[src/rtl/instruction_fetch.sv]
// Fetch stage: owns the PC, keeps one instruction-memory request in flight, and registers
// each returned word with its PC. A one-entry skid absorbs decode stalls; redirects may flush.
module instruction_fetch #(
   parameter logic [31:0] RESET_PC = 32'h0000_0000,
   parameter logic [31:0] NOP      = 32'h0000_0013
) (
   input  logic        iClock,
   input  logic        iReset,
   input  logic        iStall,
   input  logic        iRedirect,
   input  logic [31:0] iRedirectPC,
   output logic        oMemReq,
   output logic [31:0] oMemAddr,
   input  logic        iMemReady,
   input  logic [31:0] iMemData,
   output logic [31:0] oInstruction,
   output logic [31:0] oPC,
   output logic        oValid
);

   typedef enum logic [1:0] {StFetch, StHold, StFlush} state_t;

   state_t      state;
   logic [31:0] pc;
   logic [31:0] target;
   logic [31:0] skid_instr;
   logic [31:0] skid_pc;
   logic [31:0] redirect_pc;
   logic        out_free;

   assign redirect_pc = {iRedirectPC[31:2], 2'b00};
   assign out_free    = !oValid || !iStall;
   assign oMemReq     = !iReset && (state != StHold);
   // In FLUSH pc still holds the address of the outstanding request.
   assign oMemAddr    = pc;

   always_ff @(posedge iClock) begin
      if (iReset) begin
         state        <= StFetch;
         pc           <= RESET_PC;
         target       <= RESET_PC;
         skid_instr   <= NOP;
         skid_pc      <= RESET_PC;
         oValid       <= 1'b0;
         oInstruction <= NOP;
         oPC          <= RESET_PC;
      end else begin
         case (state)
            StFetch: begin
               if (iRedirect) begin
                  oValid <= 1'b0;
                  if (iMemReady) begin
                     pc <= redirect_pc;
                  end else begin
                     target <= redirect_pc;
                     state  <= StFlush;
                  end
               end else if (iMemReady) begin
                  if (out_free) begin
                     oInstruction <= iMemData;
                     oPC          <= pc;
                     oValid       <= 1'b1;
                  end else begin
                     skid_instr <= iMemData;
                     skid_pc    <= pc;
                     state      <= StHold;
                  end
                  pc <= pc + 32'd4;
               end else if (out_free) begin
                  oValid <= 1'b0;
               end
            end
            StHold: begin
               if (iRedirect) begin
                  pc     <= redirect_pc;
                  oValid <= 1'b0;
                  state  <= StFetch;
               end else if (!iStall) begin
                  oInstruction <= skid_instr;
                  oPC          <= skid_pc;
                  oValid       <= 1'b1;
                  state        <= StFetch;
               end
            end
            StFlush: begin
               oValid <= 1'b0;
               if (iRedirect) begin
                  target <= redirect_pc;
               end
               // The stale response is dropped; the latest redirect target wins.
               if (iMemReady) begin
                  pc    <= iRedirect ? redirect_pc : target;
                  state <= StFetch;
               end
            end
            default: state <= StFetch;
         endcase
      end
   end

endmodule

[config.mk]
export PLATFORM = sky130hd
export DESIGN_NAME = instruction_fetch
export DESIGN_NICKNAME = d
export VERILOG_FILES = /design/src/rtl/instruction_fetch.sv
export SDC_FILE = /design/constraint.sdc
export NUM_CORES = 1
export LEC_CHECK = 0
export ABC_AREA = 1
export CORE_ASPECT_RATIO = 0.6
export CORE_MARGIN = 1
export CORE_UTILIZATION = 57
export CTS_CLUSTER_DIAMETER = 50
export DETAILED_ROUTE_END_ITERATION = 10
export GPL_TIMING_DRIVEN = 0
export PLACE_DENSITY = 0.87
export RECOVER_POWER = 25
export SETUP_SLACK_MARGIN = 0.5
export SLEW_MARGIN = 20
export SYNTH_ARGS = -nofsm -noshare
export SYNTH_HDL_FRONTEND = slang
export SYNTH_SLANG_ARGS = --single-unit
[constraint.sdc]
create_clock -name iClock -period 4.2 [get_ports iClock]
set_clock_uncertainty 0.05 [all_clocks]
set_input_delay 0.42 -clock iClock [delete_from_list [all_inputs] [get_ports iClock]]
set_output_delay 0.42 -clock iClock [all_outputs]
set_load 0.005 [all_outputs]
==> impl_metrics.ini, run 1 <==
[floorplanning]
die-height_um = 101
rows = 35
die_w_um = 168
core_sq_um = 15700
initial_core_util_pct = 59.8
die-area_sq_um = 17000
io_pins = 167

[power]
p_comb_share_pct = 45.7
p_sw_mw = 3.77
p_int_mw = 4.97
power_density_nw_per_um2 = 735
p_clk_share_pct = 19.4
seqPwrFrac_pct = 34.9
switching_share_pct = 43.2
peakVddDrop_uv = 364
power_leakage_nw = 4.77

[timing]
hold_violations = 0
whs_ns = 0.363
finalSetupViolCount = 0
max_slew_margin_pct = 42.7
final.period_utilization_pct = 79.4
setup_tns_ns = 0
fin_ws_ns = 0.866
min_period_ns = 3.33
fmax_ghz = 0.300
grt_setup_unrepaired = false
final_max_slew_viol_count = 0
worst_pin_slew_ns = 0.859

[synthesis]
synth_area_sq_um = 9400
ys_types = 33
netlist_instances = 1392
synth-seq-cells = 195
synth-compound-area-share_pct = 25.9
ys.flop_type = dfxtp_1
yosysMostFrequentCell = nand2_1
ys_warn_count = 0
synth_top_family_by_area = compound AO/OA/AOI/OAI gates
yosys.area_share.simple_pct = 24.4
synthTopCellsByCount = nand2_1 (396), a21oi_1 (212), dfxtp_1 (195)
synth-xor-area-share_pct = 0.279
ys_seq_area_share_pct = 41.5
synth_top_area_cell = dfxtp_1
syn_avg_cell_area_sq_um = 6.75
synthesis.nets = 1466
synthTopCellsByArea = dfxtp_1 (42%), nand2_1 (16%), a21oi_1 (11%), o21ai_0 (8.4%), nor2_1 (4.3%)
synth_edf_count = 0
synthArstFlopShare_pct = 0
synthAdderAreaFrac_pct = 0.665
synth.mux.area_fraction_pct = 0
synth_top_area_share_pct = 41.5

[final_layout]
drive_gt1_share_pct = 6.44
n_fill_cell = 1207
multiInputGateArea_sq_um = 4810
area.growth.synth_to_final_pct = 26.5
num_antenna_cells = 0
layout.nets = 1647
seq_area_sq_um = 3900

[critical_path]
crit_start = state[1]
critPathCaptureType = output pin
crit_path_end = oMemReq
worstReg2RegStart = state[1]
worstSetupStartpointType = register
crit_type = reg2out
arrival_ns = 2.86
worstPathMaxFanout = 10
crit_chain = inv_1, ha_1, clkbuf_1, buf_1, nor2_1, clkdlybuf4s50_1
crit_required_ns = 3.73
worstRegToRegCells = 7
r2r_slack_ns = 1.81
cp_slowest_cell = clkbuf_1
max_stage_delay_ns = 0.67
reg2reg_to = oPC[6]

[grt]
grt_overflow = 0
grt_max_degree = 21
grt_pass1_vias = 9809
grt_pass1_wl_um = 51100
antenna_found_initial = 0
track_usage_pct = 38.5

[outcome]
status = finished, final reports clean

[clock_network]
root_buffer = clkbuf_16
clock_path_buffers = 2
clkTransAtPathRegs_ns = 0.08
cts_hold_buf = 0
cts.sinks = 195
post-cts-setup-buffer-count = 0
cts_tree = done
cts_buffers = 17
htree_levels = 4
cts_resized = 0
insertion_delay_ns = 0.44

[routing]
num_vias = 10900
drc = 0
wl_um = 32700
drtAntennaViolNets = 0
viasPerCell = 6.07
drt_iter0_markers = 1452
wl_per_cell_um = 18.3
dr.pass1.iters = 5

[placed_design]
post-place-ws_ns = 1.42
port_buffers = 162
hpwl_um = 24000
gp_congestion = 0.952

[min_path]
whs_path_depth = 2
worstHoldPathType = in2reg

[run]
cap_violations = 0
-- placed cells by master (no fill, tap or decap), types with 2 or more instances in the layout --
master	instances
nand2_2	3
xor2_1	3
inv_8	2
clkbuf_16	17
nor2_2	6
o211ai_1	3
dfxtp_1	195
o21ai_0	157
clkinv_8	6
buf_1	2
dlygate4sd3_1	71
inv_1	47
o211ai_2	3
ha_1	5
buf_4	6
a21oi_1	212
clkinv_4	4
inv_2	6
buf_2	32
clkdlybuf4s50_1	91
nor2_1	108
o21ai_1	21
clkbuf_1	55
a31oi_1	62
and2_1	2
buf_6	5
nor2_4	5
nand3_1	48
nand2_1	396
-- cells by family after synthesis --
| family | after synthesis |
|---|---|
| and+or+nand+nor | 571 |
| AOI/OAI and AO/OA | 462 |
| DFF | 195 |
| buffers and inverters | 156 |
| adders and majority gates | 5 |
| xor gates and xnor gates | 3 |
-- power groups by stage --
stage                     clock, mW  sequential, mW  combinational (mW)
after floorplan                   0            2.93                2.21
after global placement            0            3.05                3.92
after detailed placement          0            3.05                4.00
after CTS                      1.69            3.03                4.03
after global routing           1.77            3.11                4.37
final                          1.70            3.05                4.00
-- worst min-delay path by stage --
| stage | startpoint | slack (ns) | to |
|---|---|---|---|
| after floorplan | skid_instr[0] | 0.38 | skid_instr[0] |
| after global placement | skid_instr[4] | 0.39 | skid_instr[4] |
| after detailed placement | skid_instr[1] | 0.40 | skid_instr[1] |
| after CTS | iReset | 0.34 | oMemAddr[2] |
| after global routing | iReset | 0.37 | oMemAddr[3] |
| final | iReset | 0.36 | oMemAddr[2] |
-- sequential cells by signal, indices dropped and copies added (netlist names) --
signal,flops
oPC,32
state,2
oValid,1
skid_pc,32
skid_instr,32
oMemAddr,32
oInstruction,32
target,32
-- through the flow --
stage	power, mW	utilization (%)	std cells	area (sq um)
CTS	8.75	75.7	1788	11900
detailed placement	7.05	71.7	1757	11300
global route	9.25	75.7	1788	11900
finish	8.75	75.7	1788	11900
global placement	6.97	71.7	1757	11300
floorplan	5.15	-	1392	9400
-- metal layers --
metal	part of all wire (%)	global-route usage, %	up-vias
li1	-	-	5028
met5	0	0	-
met2	41	55.3	747
met1	45	56.9	5019
met3	13	8.99	56
met4	1.6	11.4	0
-- critical path: cells and delay by family, from the launching register on --
family                   cells  cell delay, ns
AND/OR/NAND/NOR              1            0.18
flip-flops                   1            0.34
adder cells (fa/ha/maj)      1            0.21
buffers and inverters        4            1.70
-- layout make-up --
cell class / count / share of cell area (%)
clock inverter: 14 / 1.63
tap: 203 / 2.13
sequential: 195 / 32.8
clock buffer: 17 / 3.58
inverter: 55 / 1.76
buffer: 101 / 4.04
timing repair buffer: 162 / 13.6
multi-input combinational: 1041 / 40.4
Note: power is estimated with default switching activity, not from simulation.
==> run 2: changes to the inputs <==
--- a/config.mk
+++ b/config.mk
@@ -8,11 +8,11 @@
 export ABC_AREA = 1
 export CORE_ASPECT_RATIO = 0.6
 export CORE_MARGIN = 1
-export CORE_UTILIZATION = 57
+export CORE_UTILIZATION = 48
 export CTS_CLUSTER_DIAMETER = 50
 export DETAILED_ROUTE_END_ITERATION = 10
 export GPL_TIMING_DRIVEN = 0
-export PLACE_DENSITY = 0.87
+export PLACE_DENSITY = 0.79
 export RECOVER_POWER = 25
 export SETUP_SLACK_MARGIN = 0.5
 export SLEW_MARGIN = 20
==> constraint.sdc (replaced) <==
create_clock -name iClock -period 2.9 [get_ports iClock]
set_clock_uncertainty 0.05 [all_clocks]
set_input_delay 0.29 -clock iClock [delete_from_list [all_inputs] [get_ports iClock]]
set_output_delay 0.29 -clock iClock [all_outputs]
set_load 0.005 [all_outputs]
==> run 2 against run 1 <==
  * Die area increased by 18%
  * Register-to-register slack got worse by 1.2 ns
  * Sequential power increased by 45%
  * Cell area increased by 0.83%
  * Clock power increased by 50%
  * Non-clock buffer count unchanged
  * Routed wire length decreased by 0.23%
  * Largest power group unchanged
  * Highest routed layer unchanged
==> impl_metrics.ini, run 2 (synthesized netlist as in run 1, its figures left out) <==
[final_layout]
mostFrequentLayoutCell = nand2_1
drive_gt1_share_pct = 6.68
n_fill_cell = 1719
final_util_pct = 62.9
num_antenna_cells = 0
layout.nets = 1647
seq_area_sq_um = 3900
multiInputGateArea_sq_um = 4810
layout.cells.most_common_list = nand2_1 (396), a21oi_1 (212), dfxtp_1 (195)
final_design_area_no_fill_sq_um = 12000
final_cell_count_no_fill = 1852
area.growth.synth_to_final_pct = 27.6

[timing]
grt_setup_unrepaired = false
fin_ws_ns = 0.577
final.period_utilization_pct = 80.1
whs_ns = 0.244
worst_pin_slew_ns = 0.739
min_period_ns = 2.32
hold_violations = 0
setup_tns_ns = 0
max_slew_margin_pct = 50.7
final_max_slew_viol_count = 0
finalSetupViolCount = 0
fmax_ghz = 0.431

[grt]
track_usage_pct = 32.2
grt_pass1_vias = 9385
grt_pass1_wl_um = 50700
grt_overflow = 0
antenna_found_initial = 0
grt_max_degree = 18

[clock_network]
clkTransAtPathRegs_ns = 0.07
cts.sinks = 195
clock_path_buffers = 2
insertion_delay_ns = 0.45
htree_levels = 4
post-cts-setup-buffer-count = 0
cts_buffers = 17
cts_hold_buf = 0
root_buffer = clkbuf_16
cts_tree = done

[floorplanning]
die_w_um = 183
die-height_um = 110
die-area_sq_um = 20200
core_sq_um = 19100
io_pins = 167
rows = 39
initial_core_util_pct = 49.3

[routing]
wl_per_cell_um = 17.6
viasPerCell = 5.83
drt_iter0_markers = 1426
wl_um = 32600
drc = 0
dr.pass1.iters = 6
num_vias = 10800
drtAntennaViolNets = 0

[power]
switching_share_pct = 42.1
finalPower_mw = 12.8
p_clk_share_pct = 20.0
power_leakage_nw = 4.79
p_sw_mw = 5.37
peakVddDrop_uv = 531
seqPwrFrac_pct = 34.7
power_density_nw_per_um2 = 1060
p_comb_share_pct = 45.3
p_int_mw = 7.39

[critical_path]
arrival_ns = 2.64
critPathCaptureType = register
worstReg2RegStart = state[0]
worstRegToRegCells = 9
worstPathMaxFanout = 10
crit_type = reg2reg
worstSetupStartpointType = register
crit_required_ns = 3.22
r2r_slack_ns = 0.58
reg2reg_to = oMemAddr[20]

[placed_design]
dp.cells = 1820
placedInstanceArea_sq_um = 11400
post-place-ws_ns = 0.292
gp_congestion = 0.957
hpwl_um = 24100
port_buffers = 162

[run]
cap_violations = 0

[min_path]
min_to = oMemAddr[2]
hold_path.startpoint = iReset
whs_path_depth = 2
worstHoldPathType = in2reg

[outcome]
status = finished, final reports clean
## run 2: worst max-delay path by stage
stage                         from  slack (ns)  cells past startpoint          endpoint
after global placement    state[1]        0.31                      6           oMemReq
after CTS                 state[1]        0.56                      6           oMemReq
after global routing      state[0]        0.47                      9      oMemAddr[28]
after detailed placement  state[1]        0.29                      6           oMemReq
after floorplan           state[0]        1.19                     10  oInstruction[10]
final                     state[0]        0.58                      9      oMemAddr[20]
## run 2: critical path: stages (launching register included)
cell      delay [ns]
dfxtp_1         0.40
inv_1           0.11
ha_1            0.29
clkbuf_1        0.23
inv_1           0.16
clkbuf_1        0.46
a21oi_1         0.08
a21oi_1         0.22
nand2_1         0.09
a21oi_1         0.14
## run 2: area by class of cell
type	count	area share, %
Clock inverter	12	1.40
Sequential cell	195	32.5
Clock buffer	20	3.81
Inverter	55	1.74
Tap cell	266	2.77
Multi-Input combinational cell	1041	40.1
Timing Repair Buffer	162	13.5
Buffer	101	4.12
## run 2: layer usage
metal	routed length [um]	track usage, %	vias up
met5	0	0	-
met4	609	10.0	0
met3	4140	7.12	59
met2	12700	42.9	688
met1	15100	50.2	5013
li1	-	-	5041
## run 2: power groups by stage
stage	sequential, mW	combinational, mW	clock [mW]
floorplan	4.25	3.21	0
global placement	4.44	5.71	0
detailed placement	4.45	5.81	0
CTS	4.40	5.85	2.56
global route	4.52	6.31	2.68
finish	4.43	5.78	2.55
## run 2: repair_timing
| action | CTS | global route |
|---|---|---|
| endpoints found under the setup margin | 1 | 1 |
| resized for setup | 5 | 2 |
| endpoints found under the hold margin | 0 | 0 |
